==> config.mk <==
export PLATFORM = sky130hd
export DESIGN_NAME = uart_tx_arbiter_flat
export DESIGN_NICKNAME = d
export VERILOG_FILES = /design/src/rtl/uart_tx_arbiter_if.sv /design/src/rtl/uart_tx_arbiter.sv /design/src/flat_wrapper.sv
export SDC_FILE = /design/constraint.sdc
export NUM_CORES = 1
export LEC_CHECK = 0
export BUFFER_PORTS_ARGS = -buffer_cell sky130_fd_sc_hd__buf_4
export CAP_MARGIN = 10
export CORE_MARGIN = 2
export CORE_UTILIZATION = 51
export DETAILED_ROUTE_END_ITERATION = 8
export GPL_TIMING_DRIVEN = 1
export PLACE_DENSITY = 0.86
export SETUP_SLACK_MARGIN = 0.2
export SYNTH_ARGS = -nofsm -noshare
export SYNTH_HDL_FRONTEND = slang
export SYNTH_SLANG_ARGS = --single-unit
==> constraint.sdc <==
create_clock -name clk -period 2.8 [get_ports clk]
set_input_delay 0.28 -clock clk [delete_from_list [all_inputs] [get_ports clk]]
set_output_delay 0.28 -clock clk [all_outputs]
set_load 0.005 [all_outputs]
==> src/rtl/uart_tx_arbiter_if.sv <==
// Bundles the per-source AXI-Stream inputs, the UART-side stream and the grant status.
// master is the arbiter's view; slave is the view of the sources and the UART transmitter together.
interface uart_tx_arbiter_if #(
  parameter int NUM_SRC = 4
);
  logic [8*NUM_SRC-1:0] s_axis_tdata;
  logic [NUM_SRC-1:0]   s_axis_tvalid;
  logic [NUM_SRC-1:0]   s_axis_tlast;
  logic [NUM_SRC-1:0]   s_axis_tready;
  logic [7:0]           m_axis_tdata;
  logic                 m_axis_tvalid;
  logic                 m_axis_tready;
  logic [2:0]           grant_id;
  logic                 busy;

  modport master (
    input  s_axis_tdata, s_axis_tvalid, s_axis_tlast, m_axis_tready,
    output s_axis_tready, m_axis_tdata, m_axis_tvalid, grant_id, busy
  );

  modport slave (
    output s_axis_tdata, s_axis_tvalid, s_axis_tlast, m_axis_tready,
    input  s_axis_tready, m_axis_tdata, m_axis_tvalid, grant_id, busy
  );
endinterface

==> src/rtl/uart_tx_arbiter.sv <==
// Round-robin arbiter that merges NUM_SRC byte streams onto one registered UART TX stream.
// Each grant covers one burst, optionally led by a source-ID header byte.
module uart_tx_arbiter #(
  parameter int NUM_SRC   = 4,
  parameter int MAX_BURST = 16,
  parameter int ID_HEADER = 1,
  parameter int TIMEOUT   = 64
) (
  input logic             clk,
  input logic             rst,
  uart_tx_arbiter_if.master bus
);
  localparam int BW = $clog2(MAX_BURST + 1);
  localparam int IW = $clog2(TIMEOUT + 1);

  localparam logic [1:0] IDLE   = 2'd0;
  localparam logic [1:0] HEADER = 2'd1;
  localparam logic [1:0] BURST  = 2'd2;

  logic [1:0]         state;
  logic [2:0]         grant_id;
  logic [2:0]         rr_ptr;
  logic [BW-1:0]      beat;
  logic [IW-1:0]      idle;
  logic [7:0]         m_tdata;
  logic               m_tvalid;

  logic               free;
  logic               any_req;
  logic [2:0]         winner;
  logic [3:0]         idx;
  logic               g_valid;
  logic               g_last;
  logic [7:0]         g_data;
  logic [NUM_SRC-1:0] s_tready;
  logic               hs;
  logic               burst_end;

  assign free = !m_tvalid || bus.m_axis_tready;

  // NOTE: every variable written here gets a default first so no latch is inferred.
  always_comb begin
    any_req = 1'b0;
    winner  = '0;
    idx     = '0;
    for (int i = 1; i <= NUM_SRC; i++) begin
      idx = 4'(rr_ptr) + 4'(i);
      if (idx >= 4'(NUM_SRC)) idx = idx - 4'(NUM_SRC);
      for (int j = 0; j < NUM_SRC; j++) begin
        if (!any_req && idx == 4'(j) && bus.s_axis_tvalid[j]) begin
          any_req = 1'b1;
          winner  = 3'(j);
        end
      end
    end
  end

  // Select the granted source's stream and form the per-source ready vector.
  always_comb begin
    g_valid  = 1'b0;
    g_last   = 1'b0;
    g_data   = '0;
    s_tready = '0;
    for (int j = 0; j < NUM_SRC; j++) begin
      if (grant_id == 3'(j)) begin
        g_valid     = bus.s_axis_tvalid[j];
        g_last      = bus.s_axis_tlast[j];
        g_data      = bus.s_axis_tdata[8*j +: 8];
        s_tready[j] = (state == BURST) && free;
      end
    end
  end

  assign hs = (state == BURST) && free && g_valid;

  // Burst closes on tlast, on the MAX_BURST-th byte, or when the idle count reaches TIMEOUT.
  assign burst_end = (state == BURST) &&
                     ((hs && (g_last || beat == BW'(MAX_BURST - 1))) ||
                      (!hs && free && idle == IW'(TIMEOUT - 1)));

  // NOTE: sequential state uses non-blocking assignments so all registers update from pre-edge values.
  always_ff @(posedge clk or posedge rst) begin
    if (rst) begin
      state    <= IDLE;
      grant_id <= '0;
      rr_ptr   <= 3'(NUM_SRC - 1);
      beat     <= '0;
      idle     <= '0;
      m_tdata  <= '0;
      m_tvalid <= 1'b0;
    end else begin
      if (m_tvalid && bus.m_axis_tready) m_tvalid <= 1'b0;
      case (state)
        IDLE: begin
          if (any_req) begin
            grant_id <= winner;
            beat     <= '0;
            idle     <= '0;
            state    <= (ID_HEADER != 0) ? HEADER : BURST;
          end
        end
        HEADER: begin
          if (free) begin
            m_tdata  <= {4'hA, 1'b0, grant_id};
            m_tvalid <= 1'b1;
            state    <= BURST;
          end
        end
        BURST: begin
          if (hs) begin
            m_tdata  <= g_data;
            m_tvalid <= 1'b1;
            idle     <= '0;
            if (beat != BW'(MAX_BURST)) beat <= beat + 1'b1;
          end else if (free && !g_valid) begin
            if (idle != IW'(TIMEOUT)) idle <= idle + 1'b1;
          end
          if (burst_end) begin
            rr_ptr <= grant_id;
            state  <= IDLE;
          end
        end
        default: state <= IDLE;
      endcase
    end
  end

  assign bus.s_axis_tready = s_tready;
  assign bus.m_axis_tdata  = m_tdata;
  assign bus.m_axis_tvalid = m_tvalid;
  assign bus.grant_id      = grant_id;
  assign bus.busy          = (state != IDLE);
endmodule

==> src/flat_wrapper.sv <==
// flat-port wrapper written by rule: the top's interface ports become plain ports
module uart_tx_arbiter_flat 
#(
  parameter int NUM_SRC   = 4,
  parameter int MAX_BURST = 16,
  parameter int ID_HEADER = 1,
  parameter int TIMEOUT   = 64
)
  (clk, rst, bus_s_axis_tdata, bus_s_axis_tvalid, bus_s_axis_tlast, bus_m_axis_tready, bus_s_axis_tready, bus_m_axis_tdata, bus_m_axis_tvalid, bus_grant_id, bus_busy);
  uart_tx_arbiter_if #(.NUM_SRC(NUM_SRC)) bus_i ();
  input logic clk;
  input logic rst;
  input wire logic [$bits(bus_i.s_axis_tdata)-1:0] bus_s_axis_tdata;
  input wire logic [$bits(bus_i.s_axis_tvalid)-1:0] bus_s_axis_tvalid;
  input wire logic [$bits(bus_i.s_axis_tlast)-1:0] bus_s_axis_tlast;
  input wire logic [$bits(bus_i.m_axis_tready)-1:0] bus_m_axis_tready;
  output wire logic [$bits(bus_i.s_axis_tready)-1:0] bus_s_axis_tready;
  output wire logic [$bits(bus_i.m_axis_tdata)-1:0] bus_m_axis_tdata;
  output wire logic [$bits(bus_i.m_axis_tvalid)-1:0] bus_m_axis_tvalid;
  output wire logic [$bits(bus_i.grant_id)-1:0] bus_grant_id;
  output wire logic [$bits(bus_i.busy)-1:0] bus_busy;
  assign bus_i.s_axis_tdata = bus_s_axis_tdata;
  assign bus_i.s_axis_tvalid = bus_s_axis_tvalid;
  assign bus_i.s_axis_tlast = bus_s_axis_tlast;
  assign bus_i.m_axis_tready = bus_m_axis_tready;
  assign bus_s_axis_tready = bus_i.s_axis_tready;
  assign bus_m_axis_tdata = bus_i.m_axis_tdata;
  assign bus_m_axis_tvalid = bus_i.m_axis_tvalid;
  assign bus_grant_id = bus_i.grant_id;
  assign bus_busy = bus_i.busy;
  uart_tx_arbiter #(.NUM_SRC(NUM_SRC), .MAX_BURST(MAX_BURST), .ID_HEADER(ID_HEADER), .TIMEOUT(TIMEOUT)) u_core (.clk(clk), .rst(rst), .bus(bus_i));
endmodule
# Word level (Yosys, flattened, before mapping)
# Cells that the tools add are included.
# totals
reg_bits,29
output_inout_bits,17
# op_classes
n_addsub,10
magnitude_cmp,4
n_eq_ne,28
muxes,71
reduce_logical,75
# ops
cell,n
two-way mux 8 bit,6
logical AND 1 bit,39
two-way mux 2 bit,17
"== test 4 x 2 -> 1 bit, second input constant",8
two-way mux 1 bit,32
two-way mux 7 bit,4
logical NOT 1 bit,18
"== test 4 x 1 -> 1 bit, second input constant",4
">= comparator 4 x 3 -> 1 bit, second input constant",4
logical NOT 4 bit,4
two-way mux 4 bit,4
case mux 8 bit (2 select lines),1
"subtractor 4 x 3 -> 4 bit, second input constant",4
two-way mux 5 bit,3
case mux 7 bit (2 select lines),1
case mux 5 bit (2 select lines),1
"adder 3 x 2 -> 4 bit, second input constant",2
"!= test 2 x 1 -> 1 bit, second input constant",4
AND reduction 4 bit,2
"adder 7 x 1 -> 7 bit, second input constant",1
"== test 7 x 6 -> 1 bit, second input constant",1
"!= test 7 bit, second input constant",1
"== test 3 x 2 -> 1 bit, second input constant",2
"!= test 3 x 2 -> 1 bit, second input constant",2
other kinds (17),23

# Depth between registers and ports, before layout
# depth
ltp_word,68
mapped_depth,8
mapped_depth_nobuf,8

# Least setup slack after synthesis
# OpenSTA, ideal clock, no wires.
# synth_timing
path_type,flip-flop to flip-flop
start,reg u_core.grant_id[0] (netlist: u_core.bus.grant_id[0])
end,reg u_core.rr_ptr[1]
t_arrival_ns,2.254
required_ns,2.715
path_slack_ns,0.461
path_stages_with_launch,7
path_buffers,1
period_less_slack_ns,2.339
cell_sequence,dfrtp_1 buf_6 mux4_2 or4_4 and2_4 nor2_2 mux2_1
# synth_between
elab_chain_len,12
word_cells_on_any_way,21
cone_classes,3 x eq/ne; 8 x mux; 10 x reduce/logical
# synth_lines
item,line,text
"start, declared",uart_tx_arbiter.sv:21,logic [2:0] grant_id;
"start signal, assigned",uart_tx_arbiter.sv:96,grant_id <= winner;
logical NOT 3 bit,uart_tx_arbiter.sv:65,if (grant_id == 3'(j)) begin
two-way mux 1 bit (4 in a row),uart_tx_arbiter.sv:65,
logical AND 1 bit,uart_tx_arbiter.sv:74,assign hs = (state == BURST) && free && g_valid;
logical NOT 1 bit,uart_tx_arbiter.sv:79,(!hs && free && idle == IW'(TIMEOUT - 1)));
logical AND 1 bit (2 in a row),uart_tx_arbiter.sv:79,
logical OR 1 bit (*),uart_tx_arbiter.sv:78,((hs && (g_last || beat == BW'(MAX_BURST - 1))) ||
logical AND 1 bit (*),uart_tx_arbiter.sv:77,assign burst_end = (state == BURST) &&
AND reduction 2 bit (no line) (*),-,
"end signal, assigned",uart_tx_arbiter.sv:86,rr_ptr <= 3'(NUM_SRC - 1);
"end signal, assigned",uart_tx_arbiter.sv:119,rr_ptr <= grant_id;
"end, declared",uart_tx_arbiter.sv:22,logic [2:0] rr_ptr;
# Mark *: on every way between the ends. The rest lies on a longest branch, timed or not.
# A chain may end at the register's enable or synchronous reset.

# Worst setup path in the final report
# layout_timing
start,reg u_core.state[0]
end,reg u_core.idle[4]
# layout_between
elab_chain_len,5
word_cells_on_any_way,11
cone_classes,4 x eq/ne; 2 x mux; 5 x reduce/logical
# layout_lines
item,line,text
"start, declared",uart_tx_arbiter.sv:20,logic [1:0] state;
"start signal, assigned",uart_tx_arbiter.sv:99,state <= (ID_HEADER != 0) ? HEADER : BURST;
== test 2 bit,"uart_tx_arbiter.sv:74, uart_tx_arbiter.sv:93",
logical AND 1 bit (2 in a row),uart_tx_arbiter.sv:74,
!= test 3 x 2 -> 1 bit (no line) / two-way mux 7 bit (equally long branches),-,
AND reduction 4 bit (no line) / case mux 7 bit (2 select lines) (equally long branches),-,
"end signal, assigned",uart_tx_arbiter.sv:116,if (idle != IW'(TIMEOUT)) idle <= idle + 1'b1;
"end, declared",uart_tx_arbiter.sv:24,logic [IW-1:0] idle;
# Several ways; a longest one is shown, not always the timed one.

==> impl.org <==
** Outcome
- The run finished with clean final reports.

** Routing
- After detailed routing, the average wire length per cell comes to about 15 um.
- After detailed routing, the wire length on met1 is just over 2 mm.
- For this run, design rule violations remaining after detail routing come to 0.
- DRT Wirelength :: 4.767 mm
- The highest metal layer carrying signal wires in the routed design is met4.
- The first TritonRoute pass finished after 4 iterations.
- The final route contains 1830 vias.
- Routed met3 length :: 338 um
- Detail-routed via count per cell :: 5.847
- DRC marker count from the first detailed-route iteration :: 114
- Wire length on met2 :: 2.358 mm
- Residual antenna-violating net count after detailed routing :: 0

** Power
- Clk pwr share :: 0.106
- Largest voltage drop on the vdd net :: roughly 420 uV
- For this design the total switching power over the nets is 0.8852 mW.
- Internal power :: 1.191 mW
- Power density of the placed cells :: ~860 mW/mm2
- Summed over all cells, the static leakage comes to 1.124 nW.
- Of the total power, the share spent switching nets is 0.4263.
- Of the total power, combinational logic draws 0.598.
- The share of total power dissipated in sequential elements is 0.296.

** Die
- Die Y :: 64.62 um
- The core region is between 0.003 and 0.004 mm2.
- Full die area :: 0.004176 mm2
- Number of rows in the core area :: 22
- Count of boundary I/O pins :: 60
- The initial utilization of the core area, before any placement, comes to 0.5198.
- The die is 64.62 um wide.

** Global routing
- Summed over all layers, the global routing overflow is 0.
- Number of antenna violations at the first check in global routing :: 0
- The first global-routing pass estimated 8.128 mm of wire.
- GRT Total Usage :: 0.2485
- Entering global routing, the biggest net connects 27 pins.
- The number of global-route vias before repair was 1712.

** Yosys
- Ys async rst share :: 1.000
- Cell area after synthesis :: 0.001874 mm2
- Number of warning messages in the yosys log :: 0
- By count the netlist is led by sky130_fd_sc_hd__nand2_1, sky130_fd_sc_hd__dfrtp_1, sky130_fd_sc_hd__o21ai_0, sky130_fd_sc_hd__inv_1, sky130_fd_sc_hd__a21oi_1.
- Seq cells post-synth :: 27
- Cells after synthesis :: 208
- Of the post-synthesis cell area, the dominant cell type holds 0.3338.
- Largest cells by area after synthesis :: sky130_fd_sc_hd__dfrtp_1, sky130_fd_sc_hd__mux4_2, sky130_fd_sc_hd__nand2_1
- Synthesis instantiated 49 different standard cells from the library.
- Post-Synthesis Mean Instance Area :: 9.011 um2
- Yosys mapped a number of flops with a built-in enable equal to 0.
- Main flop type after synthesis :: sky130_fd_sc_hd__dfrtp_1
- Net Count, Synth :: between 200 and 300
- Sequential area share after synthesis :: 0.3618
- By instance count, the leading cell after synthesis is sky130_fd_sc_hd__nand2_1.
- Summed over all instances, the cell type with the most area after synthesis is sky130_fd_sc_hd__dfrtp_1.

** CTS
- The clock drives 27 sinks.
- Clock-pin slew was measured on the worst setup and hold paths at about 90 ps.
- TritonCTS built the clock tree.
- At the later pin of the worst-skew pair, clock insertion delay measures 280 ps.
- Root buffer cell :: sky130_fd_sc_hd__clkbuf_8
- Bufs on Longest Clock Path :: 2
- CTS built an H-tree with a depth of 1.
- For this design, the CTS-stage hold fixing added 0 buffers.
- After clock tree synthesis, the setup repair step added 0 buffers.
- Post-CTS Resized :: 0
- TritonCTS Buffers :: 3

** Critical path
- Endpoint of the worst register-to-register path :: u_core.idle[4]
- Critical path peak fanout :: 9
- Worst EP required :: ~3000 ps
- The worst setup path is of the reg2reg kind.
- The worst register-to-register path begins at u_core.state[0].
- Setup crit start kind :: flop
- The worst register-to-register path has a depth of 6.
- For this design, the slowest cell found on the critical path is sky130_fd_sc_hd__nor4b_2.
- Series of cell instances along the critical path :: inv_1 -> ha_1 -> nand2_1 -> nor4b_2 -> a41oi_1 -> a31oi_1
- For flop-to-flop paths, the worst setup slack is about 450 ps.
- Max incr delay on CP :: 660 ps
- Critical path data arrival time :: roughly 2500 ps
- Setup crit end kind :: flop

** Place
- DPL Wire Length :: 3.681 mm
- The congestion estimate from routability-driven global placement came to approximately 0.88.
- Cell count after placement :: approximately 300
- The count of buffers added on input and output ports is 58.

** Timing
- Hold is met by 222.7 ps.
- Setup repair after global routing left no endpoint under its margin.
- At the pin with the least slew margin, the transition time is 964.6 ps.
- The number of hold-slack violations in the final timing report is 0.
- The smallest clock period supported by the final layout is computed as 2346 ps.
- Worst-case clock skew :: 10.22 ps
- The final max-slew violation count came to 0.
- Final count of negative-setup-slack endpoints :: 0
- Of the available clock period, the critical path in the final layout requires 0.8379.
- Max-slew headroom :: 0.3562
- For this run, the top clock speed supported by timing is between 400 and 500 MHz.
- Adding up every negative setup slack in the final design gives 0 ps.

** Flow run
- MaxCap Viol Count :: 0

** Finish
- Area growth, synth to finish :: 28.44%
- Antenna Diode Count :: 0
- Once layout is complete, the cells apart from fillers number 313.
- Of the cells placed in the final design, the portion with a size suffix greater than 1 is 0.3283.
- The net count of the finished layout is 318.

** Hold path
- The min-delay analysis places its worst path in the category in2async.
[sequential cells by signal, summed over array words and instances (netlist names)]
register,cells
u_core.beat,5
u_core.bus.grant_id,2
u_core.bus.m_axis_tdata,8
u_core.bus.m_axis_tvalid,1
u_core.idle,7
u_core.rr_ptr,2
u_core.state,2
[through the flow]
step                      utilization  cell area, um2  power (mW)  setup slack, ps
after floorplan                     -            1874       1.429            461.0
after global placement         0.6548            2361       1.827            561.4
after detailed placement       0.6548            2361       1.852            514.7
after CTS                      0.6676            2407       2.079            472.4
after global routing           0.6676            2407       2.265            301.4
final                          0.6676            2407       2.077            453.7
[cell usage in the layout, fill, tap and decap left out, types with 2 or more instances in the layout]
cell / count
sky130_fd_sc_hd__nor3_1: 2
sky130_fd_sc_hd__mux4_2: 7
sky130_fd_sc_hd__mux2_2: 2
sky130_fd_sc_hd__nand2b_1: 2
sky130_fd_sc_hd__inv_1: 15
sky130_fd_sc_hd__o21ai_0: 21
sky130_fd_sc_hd__mux2i_1: 4
sky130_fd_sc_hd__nor4_1: 2
sky130_fd_sc_hd__o211ai_1: 5
sky130_fd_sc_hd__buf_4: 64
sky130_fd_sc_hd__nor2_1: 9
sky130_fd_sc_hd__nor2b_1: 2
sky130_fd_sc_hd__ha_1: 9
sky130_fd_sc_hd__a21oi_1: 12
sky130_fd_sc_hd__nand2_1: 32
sky130_fd_sc_hd__and2_1: 2
sky130_fd_sc_hd__and3_1: 5
sky130_fd_sc_hd__o221ai_1: 3
sky130_fd_sc_hd__a22oi_1: 2
sky130_fd_sc_hd__dfrtp_1: 25
sky130_fd_sc_hd__a31oi_1: 4
sky130_fd_sc_hd__nand3b_1: 2
sky130_fd_sc_hd__dfstp_2: 2
sky130_fd_sc_hd__clkbuf_8: 3
sky130_fd_sc_hd__nand3_1: 6
[worst max-delay path, delay by kind of cell (launching register included)]
kind	cells	cell delay, ps
flops	1	410
compound gates	2	380
simple gates	2	920
buf+inv	1	120
fa+ha+maj	1	420
[layout make-up]
cell class | count | area [um2]
fill | 302 | 1199
clock inverter | 1 | 5.005
tap | 48 | 60.06
multi-input combinational | 155 | 1086
sequential | 27 | 678.2
timing repair buffer | 64 | 480.5
clock buffer | 3 | 41.29
inverter | 15 | 56.30
[layer usage]
metal	GRT usage	up-vias
met5	0	-
met4	0.04521	0
li1	-	866
met1	0.3288	886
met3	0.06076	9
met2	0.4193	69
[cell families after synthesis]
kind of cell	synth area share
and+or+nand+nor	0.1976
AOI/OAI and AO/OA	0.1883
DFF	0.3618
buffers and inverters	0.05874
muxes	0.1315
adders and majority gates	0.06008
other	0.002001
[power groups by stage]
| stage | sequential [mW] | combinational (mW) | clock, mW |
|---|---|---|---|
| detailed placement | 0.618 | 1.23 | 0 |
| global route | 0.636 | 1.39 | 0.243 |
| CTS | 0.613 | 1.24 | 0.226 |
| finish | 0.614 | 1.24 | 0.220 |
| floorplan | 0.601 | 0.828 | 0 |
| global placement | 0.617 | 1.21 | 0 |
[worst max-delay path by stage]
stage	start	endpoint	slack [ps]
after global routing	u_core.state[0]	u_core.idle[4]	300
after CTS	u_core.state[0]	u_core.idle[4]	470
final	u_core.state[0]	u_core.idle[4]	450
after floorplan	u_core.bus.grant_id[0]	u_core.rr_ptr[1]	460
after global placement	u_core.beat[0]	u_core.state[0]	560
after detailed placement	u_core.state[0]	u_core.idle[4]	510
(Power assumes the default switching activity.)
